File: src/rtl/alu_shift_if.sv
// Request/response bundle for the sequential shift unit.
// Both sides use valid/ready: a transfer happens on a rising edge where valid && ready.
interface alu_shift_if #(
  parameter int WIDTH = 8
);
  localparam int CW = $clog2(WIDTH) + 1;

  logic             in_valid;
  logic             in_ready;
  logic [WIDTH-1:0] a;
  logic [CW-1:0]    b;
  logic [2:0]       op;
  logic             out_valid;
  logic             out_ready;
  logic [WIDTH-1:0] r;
  logic             carry;
  logic             zero;

  modport master (
    output in_valid, a, b, op, out_ready,
    input  in_ready, out_valid, r, carry, zero
  );

  modport slave (
    input  in_valid, a, b, op, out_ready,
    output in_ready, out_valid, r, carry, zero
  );
endinterface

File: src/rtl/alu_shift_seq.sv
// Multi-cycle shift/rotate unit: one bit position per clock, five modes plus pass-through.
// The work register doubles as the result; carry/zero are settled by the time DONE is entered.
module alu_shift_seq #(
  parameter int WIDTH = 8
) (
  input  logic       clk,
  input  logic       rst,
  alu_shift_if.slave bus,
  output logic [1:0] dbg_state
);
  localparam int CW = $clog2(WIDTH) + 1;
  localparam int SW = $clog2(WIDTH);

  typedef enum logic [1:0] {
    S_IDLE  = 2'd0,
    S_SHIFT = 2'd1,
    S_DONE  = 2'd2
  } state_e;

  state_e           state_q, state_d;
  logic [WIDTH-1:0] w_q, w_d;
  logic             carry_q, carry_d;
  logic             zero_q, zero_d;
  logic [2:0]       op_q, op_d;
  logic [CW-1:0]    cnt_q, cnt_d;
  logic [CW-1:0]    eff;
  logic [WIDTH:0]   stepped;

  // Returns {bit shifted out, next work value} for a single step.
  function automatic logic [WIDTH:0] step(input logic [WIDTH-1:0] v, input logic [2:0] o);
    case (o)
      3'b000:  step = {v[WIDTH-1], v[WIDTH-2:0], 1'b0};
      3'b001:  step = {v[0], 1'b0, v[WIDTH-1:1]};
      3'b010:  step = {v[0], v[WIDTH-1], v[WIDTH-1:1]};
      3'b011:  step = {v[WIDTH-1], v[WIDTH-2:0], v[WIDTH-1]};
      3'b100:  step = {v[0], v[0], v[WIDTH-1:1]};
      default: step = {1'b0, v};
    endcase
  endfunction

  // Shifts saturate at WIDTH steps; rotates wrap modulo WIDTH.
  always_comb begin
    eff = '0;
    case (bus.op)
      3'b000, 3'b001, 3'b010: eff = (bus.b >= CW'(WIDTH)) ? CW'(WIDTH) : bus.b;
      3'b011, 3'b100:         eff = CW'(bus.b[SW-1:0]);
      default:                eff = '0;
    endcase
  end

  always_comb begin
    state_d = state_q;
    w_d     = w_q;
    carry_d = carry_q;
    zero_d  = zero_q;
    op_d    = op_q;
    cnt_d   = cnt_q;
    stepped = '0;
    case (state_q)
      S_IDLE: begin
        if (bus.in_valid) begin
          w_d     = bus.a;
          carry_d = 1'b0;
          op_d    = bus.op;
          cnt_d   = eff;
          if (eff == '0) begin
            state_d = S_DONE;
            zero_d  = (bus.a == '0);
          end else begin
            state_d = S_SHIFT;
          end
        end
      end
      S_SHIFT: begin
        stepped = step(w_q, op_q);
        w_d     = stepped[WIDTH-1:0];
        carry_d = stepped[WIDTH];
        zero_d  = (stepped[WIDTH-1:0] == '0);
        cnt_d   = cnt_q - CW'(1);
        if (cnt_q == CW'(1)) state_d = S_DONE;
      end
      S_DONE: begin
        if (bus.out_ready) state_d = S_IDLE;
      end
      default: state_d = S_IDLE;
    endcase
  end

  always_ff @(posedge clk) begin
    if (rst) begin
      state_q <= S_IDLE;
      w_q     <= '0;
      carry_q <= 1'b0;
      zero_q  <= 1'b0;
      op_q    <= '0;
      cnt_q   <= '0;
    end else begin
      state_q <= state_d;
      w_q     <= w_d;
      carry_q <= carry_d;
      zero_q  <= zero_d;
      op_q    <= op_d;
      cnt_q   <= cnt_d;
    end
  end

  assign bus.in_ready  = (state_q == S_IDLE);
  assign bus.out_valid = (state_q == S_DONE);
  assign bus.r         = w_q;
  assign bus.carry     = carry_q;
  assign bus.zero      = zero_q;
  assign dbg_state     = state_q;
endmodule
File: src/flat_wrapper.sv
// flat-port wrapper written by rule: the top's interface ports become plain ports
module alu_shift_seq_flat 
#(
  parameter int WIDTH = 8
)
  (clk, rst, dbg_state, bus_in_valid, bus_a, bus_b, bus_op, bus_out_ready, bus_in_ready, bus_out_valid, bus_r, bus_carry, bus_zero);
  alu_shift_if #(.WIDTH(WIDTH)) bus_i ();
  input  logic clk;
  input  logic rst;
  output logic [1:0] dbg_state;
  input wire logic [$bits(bus_i.in_valid)-1:0] bus_in_valid;
  input wire logic [$bits(bus_i.a)-1:0] bus_a;
  input wire logic [$bits(bus_i.b)-1:0] bus_b;
  input wire logic [$bits(bus_i.op)-1:0] bus_op;
  input wire logic [$bits(bus_i.out_ready)-1:0] bus_out_ready;
  output wire logic [$bits(bus_i.in_ready)-1:0] bus_in_ready;
  output wire logic [$bits(bus_i.out_valid)-1:0] bus_out_valid;
  output wire logic [$bits(bus_i.r)-1:0] bus_r;
  output wire logic [$bits(bus_i.carry)-1:0] bus_carry;
  output wire logic [$bits(bus_i.zero)-1:0] bus_zero;
  assign bus_i.in_valid = bus_in_valid;
  assign bus_i.a = bus_a;
  assign bus_i.b = bus_b;
  assign bus_i.op = bus_op;
  assign bus_i.out_ready = bus_out_ready;
  assign bus_in_ready = bus_i.in_ready;
  assign bus_out_valid = bus_i.out_valid;
  assign bus_r = bus_i.r;
  assign bus_carry = bus_i.carry;
  assign bus_zero = bus_i.zero;
  alu_shift_seq #(.WIDTH(WIDTH)) u_core (.clk(clk), .rst(rst), .bus(bus_i), .dbg_state(dbg_state));
endmodule
File: config.mk
export PLATFORM = sky130hd
export DESIGN_NAME = alu_shift_seq_flat
export DESIGN_NICKNAME = d
export VERILOG_FILES = /design/src/rtl/alu_shift_if.sv /design/src/rtl/alu_shift_seq.sv /design/src/flat_wrapper.sv
export SDC_FILE = /design/constraint.sdc
export NUM_CORES = 1
export LEC_CHECK = 0
export BUFFER_PORTS_ARGS = -buffer_cell sky130_fd_sc_hd__clkbuf_2
export CORE_MARGIN = 5
export CORE_UTILIZATION = 52
export CTS_BUF_LIST = sky130_fd_sc_hd__clkbuf_16
export CTS_CLUSTER_DIAMETER = 50
export DETAILED_ROUTE_END_ITERATION = 10
export PLACE_DENSITY_LB_ADDON = 0.12
export SYNTH_ARGS = -nofsm -noshare
export SYNTH_HDL_FRONTEND = slang
export SYNTH_SLANG_ARGS = --single-unit
File: constraint.sdc
create_clock -name clk -period 2.2 [get_ports clk]
set_clock_uncertainty 0.05 [all_clocks]
set_input_delay 0.11 -clock clk [delete_from_list [all_inputs] [get_ports clk]]
set_output_delay 0.11 -clock clk [all_outputs]
set_load 0.01 [all_outputs]
==> reports/results.tsv <==
stage	metric	value	unit
timing	endpoints failing setup	0	
die	Initial Util	54.18	%
synthesis	mapped cell area	1330	sq um
layout	fin cells	235	
setup_path	reg-to-reg endpoint	u_core.bus.zero	
timing	final worst path period share	88.77	%
timing	fin crit period	1.953	ns
layout	antenna cells	0	
layout	share of cells above drive strength 1	24.88	%
timing	Worst slew margin	39.92	%
place	placer congestion estimate	0.8693	
synthesis	FFs w/ async S/R, synth	0	%
clock_tree	clock latency on the worst-skew pair	0.25	ns
clock_tree	CTS max path bufs	2	
synthesis	top-count cell post-synth	nor2_1	
run_status	run status	finished, final reports clean	
timing	actual slew at the worst max-slew pin	0.9011	ns
timing	total negative slack	0	ns
setup_path	arrival time at the worst endpoint	2.07	ns
synthesis	synthesized flop and latch total	19	
timing	RSZ-0062 raised after global routing	no	
clock_tree	CTS tree	built	
global_route	vias in the first global route	1414	
min_path	Min-Delay Startpoint	bus_op[1]	
routing	Pre-Repair DR Iteration Count	4	
min_path	class of the worst hold path	primary input to flop	
synthesis	Ys Warns	0	
synthesis	Area contributors post-synth	dfxtp_1 (29%), nor2_1 (7.1%), a21oi_1 (6.4%)	
place	Post-Place Cells	231	
flow_run	total of max-cap violations	0	
die	die span in x	60.58	um
global_route	grt ovf	0	
die	Die Ht	60.58	um
routing	DR vias	1434	
routing	post-route ant nets	0	
routing	initial DRC count	101	
layout	Final Net Count	227	
clock_tree	CTS-repair resized insts	0	
timing	Final Max Slew Viols	0	
setup_path	worst r2r path cells	7	
setup_path	CP startpoint kind	flop	
timing	PnR worst setup slack	0.2470	ns
timing	FMAX	512.0	MHz
global_route	Tot GR Track Use	22.47	%
routing	routed wire length	3.571	mm
place	IO Port Bufs	32	
synthesis	Synth top area share	28.60	%
die	# rows	18	
routing	# DRC	0	
setup_path	Max Fanout on Critical Path	11	
place	pre-CTS setup slack	0.2418	ns
setup_path	crit path capture type	flop	
synthesis	Synth Flop Type	dfxtp_1	
clock_tree	root buffer cell	clkbuf_16	
synthesis	Syn Area/Cell	7.557	sq um
clock_tree	Max H-tree Level	1	
clock_tree	# clock sinks	19	
synthesis	Syn Nets	197	
setup_path	RR Startpoint	u_core.op_q[0]	
die	# IOs	33	
die	Die ar.	3669	sq um
place	HPWL after DPL	2.600	mm
min_path	hold endpoint	u_core.op_q[1]	
routing	vias per std cell	6.102	
power_and_ir_drop	worst vdd ir	0.4804	mV
synthesis	post-synth top area cell	dfxtp_1	
setup_path	worst endpoint required time	2.31	ns
clock_tree	clk slew on worst S/H paths	0.06	ns
setup_path	Crit Path Class	flop to flop	
synthesis	number of flops mapped to enable cells by yosys	0	
synthesis	most common library cells after synthesis	nor2_1 (25), dfxtp_1 (19), a21oi_1 (17), nand2_1 (10), inv_1 (9)	
min_path	worst hold path depth	3	
clock_tree	Num CTS Buffers	3	
power_and_ir_drop	power per cell area	750.7	nW/um^2
synthesis	Post-Synthesis Cells	176	
global_route	antenna violations before repair	0	
setup_path	FF-to-FF setup slack	0.25	ns
synthesis	count of different cell masters after synthesis	46	
global_route	pin count of the biggest net entering global routing	20	
clock_tree	Hold Buf Count CTS	0	
layout	P&R area growth vs syn	19.94	%
layout	final core occ	64.98	%
power_and_ir_drop	Static Leak	0.6843	nW
synthesis	register area share after synthesis	28.60	%
global_route	first-pass GRT wire length	6.430	mm
routing	routed len/inst	15.20	um
timing	Fin. Hold Viols	0	
die	Core Area	2455	sq um
clock_tree	Post CTS Setup Buffer Count	0	
state kept, by name (all words and copies together) (netlist names):
| register | flops |
|---|---|
| u_core.cnt_q | 4 |
| u_core.bus.zero | 1 |
| u_core.op_q | 3 |
| u_core.bus.r | 8 |
| u_core.bus.carry | 1 |
| u_core.dbg_state | 2 |
final cells by class:
cell class / count / area, sq um
clock inverter: 1 / 5.005
multi-input combinational: 136 / 864.6
tap: 30 / 37.54
sequential: 19 / 381.6
inverter: 9 / 33.78
fill: 238 / 859.6
timing repair buffer: 37 / 197.7
clock buffer: 3 / 75.07
worst max-delay path: stages (launching register included):
cell and delay [ns]:
dfxtp_1 0.53, xor2_2 0.24, buf_4 0.20, mux2i_1 0.19, mux2_2 0.17, and2_1 0.12, nand4b_1 0.11, a311oi_1 0.26
where the power goes:
group          total, mW  switching (mW)  internal [mW]
registers          0.437          0.0542          0.383
logic              0.383           0.214          0.169
clock network      0.377           0.133          0.244
total               1.20           0.401          0.796
cells by family after synthesis:
| family | after synthesis | synth area share [%] |
|---|---|---|
| buf+inv | 21 | 6.585 |
| simple gates | 69 | 25.87 |
| flops | 19 | 28.60 |
| compound gates | 52 | 26.62 |
| fa+ha+maj | 2 | 1.881 |
| mux | 11 | 8.561 |
| xor+xnor | 2 | 1.882 |
cells in the final DEF, fill, tap and decap left out, types with 2 or more instances in the layout:
master / n
buf_4: 5
nor2b_1: 3
nand4_1: 2
o21ai_2: 2
a211oi_1: 4
o21ai_0: 6
inv_1: 9
ha_1: 2
a21oi_1: 17
clkbuf_16: 3
nand4b_1: 2
clkbuf_2: 32
o22a_1: 3
nor4_1: 2
or3_1: 7
a22oi_1: 3
o211ai_1: 5
mux2_2: 2
o21ai_1: 2
dfxtp_1: 18
nor2_1: 24
mux2i_1: 8
nand2_1: 10
nand3_1: 8
nor3_1: 3
metal layers:
layer	part of all wire, %	track usage, %	vias up
met5	0	0	-
met4	1.3	7.430	0
met3	5.2	3.617	7
met2	49	36.18	39
met1	45	30.62	683
li1	-	-	705
worst max-delay path by stage:
stage,start,cells past startpoint,to,slack [ns]
after floorplan,u_core.op_q[0],6,u_core.bus.zero,0.38
after global placement,u_core.op_q[1],7,u_core.bus.zero,0.31
after detailed placement,u_core.op_q[1],6,u_core.bus.zero,0.24
after CTS,u_core.op_q[1],6,u_core.bus.zero,0.22
after global routing,u_core.op_q[2],7,u_core.bus.zero,0.01
final,u_core.op_q[0],7,u_core.bus.zero,0.25
metrics by stage:
| step | power, mW | instance area (sq um) | hold slack (ns) |
|---|---|---|---|
| after floorplan | 0.7041 | 1330 | 0.2075 |
| after global placement | 0.8106 | 1511 | 0.3438 |
| after detailed placement | 0.8187 | 1511 | 0.3471 |
| after CTS | 1.202 | 1592 | 0.08357 |
| after global routing | 1.276 | 1595 | 0.1057 |
| final | 1.198 | 1595 | 0.08453 |
No activity file was read; power rests on OpenSTA's default activity.
